`src/rtl/thermo_pkg.sv`:
```
// Shared constants and the reference thermometer-code decode for the serial pattern link.
// The table entry k is (2^(k+1))-1, so a legal word is a contiguous run of ones from bit 0.
package thermo_pkg;

    localparam int THERMO_WIDTH = 8;
    localparam int THERMO_IDX_W = 3;

    // Returns {err, index}; anything that is not a run of ones from bit 0 (including zero) is an error.
    function automatic logic [THERMO_IDX_W:0] thermo_to_index(input logic [THERMO_WIDTH-1:0] word);
        logic [THERMO_WIDTH-1:0] ones;
        logic [THERMO_IDX_W:0]   res;
        ones = '1;
        res  = {1'b1, {THERMO_IDX_W{1'b0}}};
        for (int k = 0; k < THERMO_WIDTH; k++) begin
            if (word == (ones >> (THERMO_WIDTH - 1 - k))) begin
                res = {1'b0, k[THERMO_IDX_W-1:0]};
            end
        end
        return res;
    endfunction

endpackage

```
`src/rtl/thermo_decoder.sv`:
```
// Combinational thermometer-word to table-index decoder; zero latency, no flow control.
// Illegal words decode to index 0 with err set.
module thermo_decoder
    import thermo_pkg::*;
#(
    parameter int WIDTH = THERMO_WIDTH,
    parameter int IDX_W = THERMO_IDX_W
) (
    input  logic [WIDTH-1:0] word_i,
    output logic [IDX_W-1:0] index_o,
    output logic             err_o
);

    if (WIDTH == THERMO_WIDTH && IDX_W == THERMO_IDX_W) begin : g_pkg
        logic [THERMO_IDX_W:0] res;
        assign res     = thermo_to_index(word_i);
        assign index_o = res[IDX_W-1:0];
        assign err_o   = res[IDX_W];
    end else begin : g_generic
        localparam logic [WIDTH-1:0] ONES = '1;
        logic [IDX_W-1:0] idx;
        logic             err;

        always_comb begin
            idx = '0;
            err = 1'b1;
            for (int k = 0; k < WIDTH; k++) begin
                if (word_i == (ONES >> (WIDTH - 1 - k))) begin
                    idx = k[IDX_W-1:0];
                    err = 1'b0;
                end
            end
        end

        assign index_o = idx;
        assign err_o   = err;
    end

endmodule

```
`src/rtl/thermo_frame_receiver.sv`:
```
// LSB-first deserializer + thermometer decode; VALID/WORD/INDEX/ERR one cycle after the last bit, no backpressure
// (SIN_EN gates sampling). THERMO_RX_CHANGE_DETECT_EN adds a CHANGE pulse on a new legal index.
module thermo_frame_receiver
    import thermo_pkg::*;
#(
    parameter int WIDTH = THERMO_WIDTH,
    parameter int IDX_W = THERMO_IDX_W
) (
    input  logic             CLK,
    input  logic             CLEAR_N,
    input  logic             SIN,
    input  logic             SIN_EN,
    input  logic             FRAME_START,
    output logic [WIDTH-1:0] WORD,
    output logic [IDX_W-1:0] INDEX,
    output logic             VALID,
    output logic             ERR
`ifdef THERMO_RX_CHANGE_DETECT_EN
    ,
    output logic             CHANGE
`endif
);

    localparam logic [IDX_W-1:0] CNT_LAST = IDX_W'(WIDTH - 1);

    logic [IDX_W-1:0] cnt_q, cnt_d;
    logic [WIDTH-1:0] shift_q, shift_d;
    logic [WIDTH-1:0] word_q, word_d;
    logic [IDX_W-1:0] index_q, index_d;
    logic             valid_q, valid_d;
    logic             err_q, err_d;

    logic [WIDTH-1:0] asm_word;
    logic [IDX_W-1:0] dec_index;
    logic             dec_err;
    logic             frame_done;

    // The final bit bypasses the shift register so the frame decodes on the edge that samples it.
    assign asm_word   = {SIN, shift_q[WIDTH-2:0]};
    assign frame_done = SIN_EN && !FRAME_START && (cnt_q == CNT_LAST);

    thermo_decoder #(
        .WIDTH (WIDTH),
        .IDX_W (IDX_W)
    ) u_decoder (
        .word_i  (asm_word),
        .index_o (dec_index),
        .err_o   (dec_err)
    );

    always_comb begin
        cnt_d   = cnt_q;
        shift_d = shift_q;
        word_d  = word_q;
        index_d = index_q;
        err_d   = err_q;
        valid_d = 1'b0;
        if (SIN_EN) begin
            if (FRAME_START) begin
                shift_d    = '0;
                shift_d[0] = SIN;
                cnt_d      = IDX_W'(1);
            end else if (frame_done) begin
                word_d  = asm_word;
                index_d = dec_index;
                err_d   = dec_err;
                valid_d = 1'b1;
                shift_d = '0;
                cnt_d   = '0;
            end else begin
                shift_d[cnt_q] = SIN;
                cnt_d          = cnt_q + IDX_W'(1);
            end
        end
    end

    always_ff @(posedge CLK) begin
        if (!CLEAR_N) begin
            cnt_q   <= '0;
            shift_q <= '0;
            word_q  <= '0;
            index_q <= '0;
            valid_q <= 1'b0;
            err_q   <= 1'b0;
        end else begin
            cnt_q   <= cnt_d;
            shift_q <= shift_d;
            word_q  <= word_d;
            index_q <= index_d;
            valid_q <= valid_d;
            err_q   <= err_d;
        end
    end

    assign WORD  = word_q;
    assign INDEX = index_q;
    assign VALID = valid_q;
    assign ERR   = err_q;

`ifdef THERMO_RX_CHANGE_DETECT_EN
    logic [IDX_W-1:0] prev_index_q, prev_index_d;
    logic             have_prev_q, have_prev_d;
    logic             change_q, change_d;

    // Only legal frames participate; an illegal frame leaves the comparison baseline untouched.
    always_comb begin
        prev_index_d = prev_index_q;
        have_prev_d  = have_prev_q;
        change_d     = 1'b0;
        if (frame_done && !dec_err) begin
            change_d     = !have_prev_q || (dec_index != prev_index_q);
            prev_index_d = dec_index;
            have_prev_d  = 1'b1;
        end
    end

    always_ff @(posedge CLK) begin
        if (!CLEAR_N) begin
            prev_index_q <= '0;
            have_prev_q  <= 1'b0;
            change_q     <= 1'b0;
        end else begin
            prev_index_q <= prev_index_d;
            have_prev_q  <= have_prev_d;
            change_q     <= change_d;
        end
    end

    assign CHANGE = change_q;
`endif

endmodule
```
`config.mk`:
```
export PLATFORM = sky130hd
export DESIGN_NAME = thermo_frame_receiver
export DESIGN_NICKNAME = d
export VERILOG_FILES = /design/src/rtl/thermo_pkg.sv /design/src/rtl/thermo_decoder.sv /design/src/rtl/thermo_frame_receiver.sv
export SDC_FILE = /design/constraint.sdc
export NUM_CORES = 1
export LEC_CHECK = 0
export CORE_ASPECT_RATIO = 1.5
export CORE_MARGIN = 2
export CORE_UTILIZATION = 29
export CTS_BUF_LIST = sky130_fd_sc_hd__clkbuf_16
export CTS_CLUSTER_SIZE = 28
export DETAILED_ROUTE_END_ITERATION = 12
export GPL_TIMING_DRIVEN = 0
export HOLD_SLACK_MARGIN = 0.08
export SETUP_SLACK_MARGIN = 0.3
export SYNTH_ARGS = -nofsm -noshare
export SYNTH_HDL_FRONTEND = slang
export SYNTH_HIERARCHICAL = 1
export SYNTH_SLANG_ARGS = --single-unit
```
`constraint.sdc`:
```
create_clock -name CLK -period 1.7 [get_ports CLK]
set_input_delay 0.255 -clock CLK [delete_from_list [all_inputs] [get_ports CLK]]
set_output_delay 0.255 -clock CLK [all_outputs]
set_load 0.01 [all_outputs]
```
Yosys cells after proc, flatten, opt, wreduce, memory -nomap -nowiden
Cells that the tools add are included.
{"block": "classes", "add_sub_neg": 1, "n_mul": 0, "n_div": 0, "n_lt_le_gt_ge": 2, "n_eq_ne": 9, "shifts": 0, "n_mux": 16, "bitwise_logic": 3, "reduce_logical": 6}
{"op": "4-bit two-way mux", "n": 8}
{"op": "8-bit two-way mux", "n": 2}
{"op": "8-bit bitwise mux", "n": 1}
{"op": "8-bit by 1-bit == test with 1-bit output (second input constant)", "n": 1}
{"op": "8-bit by 2-bit == test with 1-bit output (second input constant)", "n": 1}
{"op": "8-bit by 3-bit == test with 1-bit output (second input constant)", "n": 1}
{"op": "8-bit by 4-bit == test with 1-bit output (second input constant)", "n": 1}
{"op": "8-bit by 5-bit == test with 1-bit output (second input constant)", "n": 1}
{"op": "8-bit by 6-bit == test with 1-bit output (second input constant)", "n": 1}
{"op": "8-bit by 7-bit == test with 1-bit output (second input constant)", "n": 1}
{"op": "8-bit == test (second input constant)", "n": 1}
{"op": "3-bit two-way mux", "n": 2}
{"op": "3-bit by 4-bit less-than comparator with 1-bit output (second input constant)", "n": 1}
{"op": "3-bit by 1-bit adder with 3-bit output (second input constant)", "n": 1}
{"op": "1-bit demux with 3-bit select", "n": 1}
{"op": "3-bit == test (second input constant)", "n": 1}
{"op": "3-bit by 1-bit greater-or-equal comparator with 1-bit output (second input constant)", "n": 1}
{"op": "1-bit logical AND", "n": 3}
{"op": "1-bit inverter", "n": 3}
{"op": "3-bit AND reduction", "n": 1}
{"op": "3-bit OR reduction", "n": 1}
{"op": "1-bit two-way mux", "n": 2}
{"op": "1-bit zero test", "n": 1}
{"block": "word_totals", "register_bits": 24, "latchBits": 0, "ramBits": 0, "romBits": 0, "output_inout_bits": 13, "n_memories": 0}

Longest topological paths before layout
Gate-level depths: netlist of run 1.
{"block": "logic_depth", "word_depth": 9, "depth_mapped": 6, "mapped_depth_nobuf": 5}

By module
Netlist of run 1, hierarchy kept.
{"module": "thermo_frame_receiver", "n_inst": 1, "cells_each": 124, "area_per_inst_um2": 1011.0, "seq_area_each_um2": 460.4}
{"module": "thermo_decoder", "n_inst": 1, "cells_each": 17, "area_per_inst_um2": 126.4, "seq_area_each_um2": 0.0}

Worst setup path before layout of run 1
OpenSTA, ideal clock, no wires.
{"block": "synth_timing", "kind": "flip-flop to flip-flop", "start": "register cnt_q[0]", "end": "register shift_q[6]", "arrival_time_ns": 1.501, "required_time_ns": 1.633, "slack_ns": 0.132, "path_stages_with_launch": 7, "path_buffers": 1, "path_cell_list": "dfxtp_1 -> ha_1 -> ha_1 -> or2_1 -> buf_6 -> o32a_1 -> a21oi_2"}
{"block": "synth_via", "elab_chain_cells": 7}
{"item": "from (decl)", "line": "thermo_frame_receiver.sv:26", "text": "logic [IDX_W-1:0] cnt_q, cnt_d;"}
{"item": "from (signal assigned)", "line": "thermo_frame_receiver.sv:86", "text": "cnt_q <= cnt_d;"}
{"item": "3-bit by 4-bit less-than comparator with 1-bit output (implied by the code) / 3-bit by 1-bit greater-or-equal comparator with 1-bit output (equally long branches)", "line": "thermo_frame_receiver.sv:71", "text": "shift_d[cnt_q] = SIN;"}
{"item": "1-bit logical AND (implied by the code)", "line": "thermo_frame_receiver.sv:71"}
{"item": "1-bit two-way mux (implied by the code)", "line": "thermo_frame_receiver.sv:71"}
{"item": "1-bit demux with 3-bit select", "line": "thermo_frame_receiver.sv:71"}
{"item": "8-bit bitwise mux", "line": "thermo_frame_receiver.sv:71"}
{"item": "8-bit two-way mux *", "line": "thermo_frame_receiver.sv:63", "text": "end else if (frame_done) begin"}
{"item": "8-bit two-way mux *", "line": "thermo_frame_receiver.sv:59", "text": "if (FRAME_START) begin"}
{"item": "to (signal assigned)", "line": "thermo_frame_receiver.sv:87", "text": "shift_q <= shift_d;"}
{"item": "to (decl)", "line": "thermo_frame_receiver.sv:27", "text": "logic [WIDTH-1:0] shift_q, shift_d;"}
Every way passes the cells marked *; elsewhere a longest branch is shown, timed or not.
A chain may end at the register's enable or synchronous reset.

Worst setup path in the final report of run 1
Ends and elaborated chain as after synthesis.

==> flow_metrics.env, run 1 <==
export IMPL_viasPerCell=5.20
export IMPL_via_count=1091
export IMPL_max_slew_margin_rel=0.665
export IMPL_grt_pass1_vias=1070
export IMPL_rows=27
export IMPL_fin_nets=175
export IMPL_cp_cell_sequence="ha_4 -> ha_4 -> or2_1 -> buf_6 -> o32a_1 -> a21oi_2"
export IMPL_hold_viol_final=0
export IMPL_p_leak_uw=0.000726
export IMPL_drc=0
export IMPL_cts_hold_buf=0
export IMPL_cap_violations=0
export IMPL_hold_start="CLEAR_N"
export IMPL_final_cell_mix="nand2_1, dfxtp_1, a21oi_1"
export IMPL_grt_pass1_wl_um=4740
export IMPL_cpPeakStageDelay_ps=360
export IMPL_critical_path_buf_inv_count=1
export IMPL_crit_arrival_ps=1680
export IMPL_dieArea_mm2=0.00445
export IMPL_drt_wirelength_per_cell_um=13.8
export IMPL_r2r_start="cnt_q[0]"
export IMPL_rsz0062_at_grt="yes"
export IMPL_syn_area_mm2=0.00114
export IMPL_setup_viol=0
export IMPL_htree_levels=1
export IMPL_worst_pin_slew_ps=502
export IMPL_final_common_cell="nand2_1"
export IMPL_synth_flop_cell="dfxtp_1"
export IMPL_cts_sinks=23
export IMPL_synth_async_reset_ratio=0
export IMPL_cts_made_buffers=3
export IMPL_antenna_found_initial=0
export IMPL_port_buffers=16
export IMPL_crit_family="compound AO/OA/AOI/OAI gates"
export IMPL_skew_ps=2.46
export IMPL_yosys_area_top_type="dfxtp_1"
export IMPL_fin_area_mm2=0.00158
export IMPL_routabilityCongestion=0.761
export IMPL_finalCritPeriodShare=0.878
export IMPL_diodes=0
export IMPL_maxSlewViolCount=0
export IMPL_area_delta_synth_final_pct=38.6
export IMPL_drtIter0Drc=28
export IMPL_grt_max_degree=13
export IMPL_die_y_um=80.7
export IMPL_dp_slack_ps=-200
export IMPL_yosysTopAreaCellShare=0.405
export IMPL_avgSynthCellArea_um2=8.07
export IMPL_startpoint="cnt_q[0]"
export IMPL_p_per_area_mw_per_mm2=727
export IMPL_ios=18
export IMPL_place_area_mm2=0.00138
export IMPL_synth_area_leaders="dfxtp_1, nand2_1, a21oi_1"
export IMPL_grt_ovfl_total=0
export IMPL_clock_path_buffers=2
export IMPL_initial_core_util=0.306
export IMPL_cp_start_kind="register"
export IMPL_synth_seq_cells=23
export IMPL_path_class="reg -> reg"
export IMPL_drt_pass1_iter_count=4
export IMPL_worst_path_max_delay_cell="dfxtp_4"
export IMPL_die_w_um=55.1
export IMPL_drive_gt1_frac=0.228
export IMPL_grtUsageTotal=0.145
export IMPL_synthDistinctLibCells=35
export IMPL_crit_path_frequent_cell="ha_4"
export IMPL_yosysSeqAreaShare=0.405
export IMPL_synth_edf_count=0
export IMPL_crit_fanout=6
export IMPL_peakVddDrop_mv=0.376
export IMPL_fmax_mhz=670
export IMPL_dpl_hpwl_um=2030
export IMPL_cts_tree="yes"
export IMPL_required_ps=1890
export IMPL_worst_slack_ps=208
export IMPL_status="finished, final reports clean"
export IMPL_detail_route_antenna_nets=0
export IMPL_end_kind="register"
export IMPL_yosysWarnings=6
export IMPL_clk_pin_slew_ps=60
export IMPL_hp_class="in -> reg"
export IMPL_period_minus_slack_ps=1490
export IMPL_syn_nets=148
export IMPL_syn_inst=141
export IMPL_core_mm2=0.00372
export IMPL_clock_latency_ps=260
export IMPL_wirelength_um=2900
export IMPL_clockRootBuffer="clkbuf_16"
-- cell families (layout without fill, tap and decap cells) --
family                     count (synthesis)  after routing  synth area share
xor gates and xnor gates                   1              1           0.00770
buffers and inverters                     15             41            0.0649
DFF                                       23             23             0.405
and+or+nand+nor                           64             64             0.286
adders and majority gates                  2              2            0.0220
AOI/OAI and AO/OA                         36             36             0.215
-- power breakdown --
group          total (uW)  switching (uW)  internal [uW]
clock network         508             194            314
logic                86.4            51.4           34.9
registers             552            7.16            544
-- flip-flops by register name (all words and copies together), names as in the netlist --
| name | count |
|---|---|
| WORD | 8 |
| shift_q | 7 |
| INDEX | 3 |
| cnt_q | 3 |
| ERR | 1 |
| VALID | 1 |
-- Yosys cell counts (2+ instances only) --
cell type and instances:
a21oi_1 17, a32o_1 4, and3b_1 2, buf_2 8, dfxtp_1 23, ha_1 2, inv_1 4, nand2_1 32
nand2b_1 2, nand3_1 5, nand3b_1 2, nor2_1 9, nor3_1 2, nor4bb_1 2, o21ai_0 6, o41ai_1 2
-- per-layer routing --
metal	global-route usage	up-vias	share of wire
met2	0.262	21	0.54
met3	0.0242	4	0.040
met5	0	-	0
li1	-	543	-
met1	0.156	523	0.40
met4	0.0659	0	0.016
-- worst paths after layout --
path,to,slack (ps),cells past startpoint
worst min register to register,WORD[3],450,2
worst min-delay path,shift_q[2],350,3
worst max-delay path,shift_q[6],210,6
worst max register to register,shift_q[6],210,6
-- area by class of cell --
type	instances	area [um2]
Fill cell	383	2140
Multi-Input combinational cell	103	654
Sequential cell	23	467
Timing Repair Buffer	22	236
Clock buffer	3	75.1
Buffer	10	67.6
Tap cell	43	53.8
Inverter	5	18.8
Clock inverter	1	3.75
-- per-stage QoR --
stage | util | hold slack [ps] | std cells | TNS [ps] | power, uW
2_1_floorplan | - | 391 | 141 | 0 | 620
3_3_place_gp | 0.371 | 441 | 200 | -259 | 643
3_5_place_dp | 0.371 | 449 | 200 | -416 | 647
4_1_cts | 0.398 | 345 | 205 | 0 | 1150
5_1_grt | 0.424 | 360 | 210 | 0 | 1190
6_report | 0.424 | 345 | 210 | 0 | 1150
-- worst min-delay path: stages --
cell	delay, ps
buf_2	150
o21ai_0	90
a21oi_1	50
-- timing repair --
item | CTS | global route
gates resized for setup | 6 | 25
setup buffers | 1 | 3
gates cloned | 0 | 2
endpoints found under the setup margin | 10 | 26
pin swaps | 5 | 4
Note: power is estimated with default switching activity, not from simulation.
==> inputs of run 2 (changes only) <==
SYNTH_HIERARCHICAL = default   (was 1)
==> run 2 against run 1 <==
Net effect:
- wire length shrank 15%
- core utilization decreased by 0.92 points
- sequential cell count unchanged
- sequential share of layout area grew 1.7 points
- fmax fell by 0.30%
- die area shrank 5.4%
- cell count shrank 7.1%
- cell area down 4.8%
- synthesized cell count down 9.2%
- highest routed layer unchanged
==> flow_metrics.env, run 2 <==
export IMPL_status="finished, final reports clean"
export IMPL_p_leak_uw=0.000651
export IMPL_ios=18
export IMPL_diodes=0
export IMPL_drc=0
export IMPL_die_y_um=78.5
export IMPL_yosysWarnings=0
export IMPL_initial_core_util=0.297
export IMPL_p_per_area_mw_per_mm2=760
export IMPL_crit_arrival_ps=1690
export IMPL_grt_pass1_wl_um=4150
export IMPL_crit_fanout=7
export IMPL_end_kind="register"
export IMPL_synthAdderAreaFrac=0.0233
export IMPL_synth_top_family_by_area="simple AND/OR/NAND/NOR gates"
export IMPL_synthDistinctLibCells=30
export IMPL_cap_violations=0
export IMPL_fin_util=0.415
export IMPL_skew_ps=2.87
export IMPL_synth_seq_cells=23
export IMPL_core_mm2=0.00361
export IMPL_fin_nets=160
export IMPL_synth_xor_area_frac=0.0163
export IMPL_path_class="reg -> reg"
export IMPL_hp_class="in -> reg"
export IMPL_routabilityCongestion=0.817
export IMPL_clock_path_buffers=2
export IMPL_syn_inst=128
export IMPL_drtIter0Drc=33
export IMPL_synth_area_leaders="dfxtp_1, nand2_1, a21boi_0"
export IMPL_port_buffers=17
export IMPL_synth_flop_cell="dfxtp_1"
export IMPL_period_minus_slack_ps=1500
export IMPL_fillers=362
export IMPL_synth_edf_count=0
export IMPL_fmax_mhz=668
export IMPL_rows=27
export IMPL_cts_made_buffers=3
export IMPL_yosys_top_cells_count="nand2_1, dfxtp_1, a21boi_0"
export IMPL_finalCritPeriodShare=0.881
export IMPL_dpl_hpwl_um=1750
export IMPL_min_path_cells=4
export IMPL_setup_viol=0
export IMPL_hold_start="FRAME_START"
export IMPL_largest_reg_flops=8
export IMPL_max_slew_margin_rel=0.716
export IMPL_grt_max_degree=13
export IMPL_area_delta_synth_final_pct=39.9
export IMPL_drive_gt1_frac=0.158
export IMPL_viasPerCell=5.10
export IMPL_placed_cells=188
export IMPL_synth_async_reset_ratio=0
export IMPL_clock_latency_ps=250
export IMPL_yosysSeqAreaShare=0.429
export IMPL_hold_viol_final=0
export IMPL_drt_wirelength_per_cell_um=12.6
export IMPL_die_w_um=53.7
export IMPL_detail_route_antenna_nets=0
export IMPL_grt_ovfl_total=0
export IMPL_startpoint="cnt_q[1]"
export IMPL_hold_end="cnt_q[2]"
export IMPL_dp_slack_ps=-17.0
export IMPL_avgSynthCellArea_um2=8.38
export IMPL_yosys_area_top_type="dfxtp_1"
export IMPL_cts_sinks=23
export IMPL_r2r_start="cnt_q[1]"
export IMPL_grtUsageTotal=0.129
export IMPL_grt_pass1_vias=964
export IMPL_drt_pass1_iter_count=4
export IMPL_cts_hold_buf=0
export IMPL_synthMuxAreaShare=0
export IMPL_worst_pin_slew_ps=426
export IMPL_peakVddDrop_mv=0.366
export IMPL_antenna_found_initial=0
export IMPL_rrSetupSlack_ps=200
export IMPL_final_common_cell="nand2_1"
export IMPL_yosysTopAreaCellShare=0.429
export IMPL_dieArea_mm2=0.00421
export IMPL_r2r_cells=7
export IMPL_worst_slack_ps=203
export IMPL_synth_compound_area_frac=0.222
export IMPL_syn_area_mm2=0.00107
export IMPL_via_count=994
export IMPL_r2r_end="shift_q[4]"
export IMPL_required_ps=1890
export IMPL_finalNonFillerCells=195
export IMPL_clockRootBuffer="clkbuf_16"
export IMPL_rsz0062_at_grt="yes"
export IMPL_yosysMostFrequentCell="nand2_1"
export IMPL_syn_nets=135
export IMPL_yosys_area_share_simple=0.280
export IMPL_htree_levels=1
export IMPL_cts_tree="yes"
export IMPL_wirelength_um=2460
export IMPL_cp_start_kind="register"
export IMPL_clk_pin_slew_ps=60
export IMPL_final_cell_mix="nand2_1, dfxtp_1, a21boi_0, dlymetal6s2s_1"
export IMPL_maxSlewViolCount=0
==> run 2: cell types whose count changed in the layout (fill, tap and decap cells not counted), moves of 5 or more <==
cell	change
nand2_2	-5
a21oi_1	-12
buf_2	-6
a21boi_0	+9
nor2b_1	+6
nor2_1	-6
==> run 2: metrics by stage <==
stage | hold slack (ps) | area [um2] | power, uW | setup TNS (ps)
finish | 392 | 1500 | 1140 | 0
global route | 461 | 1500 | 1180 | 0
CTS | 465 | 1470 | 1150 | 0
detailed placement | 457 | 1340 | 640 | -31.5
global placement | 452 | 1340 | 639 | -78.6
floorplan | 400 | 1110 | 613 | 0
==> run 2: logic make-up (layout without fill, tap and decap cells) <==
logic type / after synthesis / count (layout)
xor+xnor: 2 / 2
compound gates: 36 / 36
simple gates: 58 / 58
buf+inv: 7 / 31
fa+ha+maj: 2 / 2
flops: 23 / 23
==> run 2: final cells by class <==
cell class	count	area (um2)	area share
Clock inverter	1	3.75	0.00250
Clock buffer	3	75.1	0.0500
Tap cell	43	53.8	0.0359
Timing Repair Buffer	20	214	0.143
Sequential cell	23	469	0.313
Buffer	7	51.3	0.0342
Multi-Input combinational cell	98	633	0.422
==> run 2: repair_timing <==
item                                    CTS  global route
pin swaps                                 5             4
setup buffers                             3             0
gates resized for setup                  12            16
endpoints found under the setup margin   17            25
==> run 2: worst max path at each step <==
stage	slack, ps	end	cells past startpoint
CTS	200	shift_q[4]	7
global route	90	shift_q[2]	7
floorplan	290	shift_q[4]	7
global placement	-40	INDEX[0]	6
finish	200	shift_q[4]	7
detailed placement	-20	INDEX[0]	6
==> run 2: power by group <==
part	leakage [uW]	internal, uW	switching, uW	total [uW]
Sequential	0.000188	544	6.86	550
Combinational	0.000421	41.7	44.6	86.4
Clock	0.0000423	314	190	503
Total	0.000651	899	241	1140
==> run 2: critical path: stages (launching register included) <==
cell	delay [ps]
dfxtp_4	350
ha_4	160
ha_4	150
or2_1	230
clkbuf_8	160
nor2_4	160
a22oi_1	110
nor2b_1	110
==> run 2: layer usage <==
layer  up-vias  GRT usage  part of all wire
met5         -          0                 0
met4         0     0.0667             0.032
met3         9     0.0171             0.041
met2        26      0.226              0.50
met1       464      0.143              0.42
li1        495          -                 -
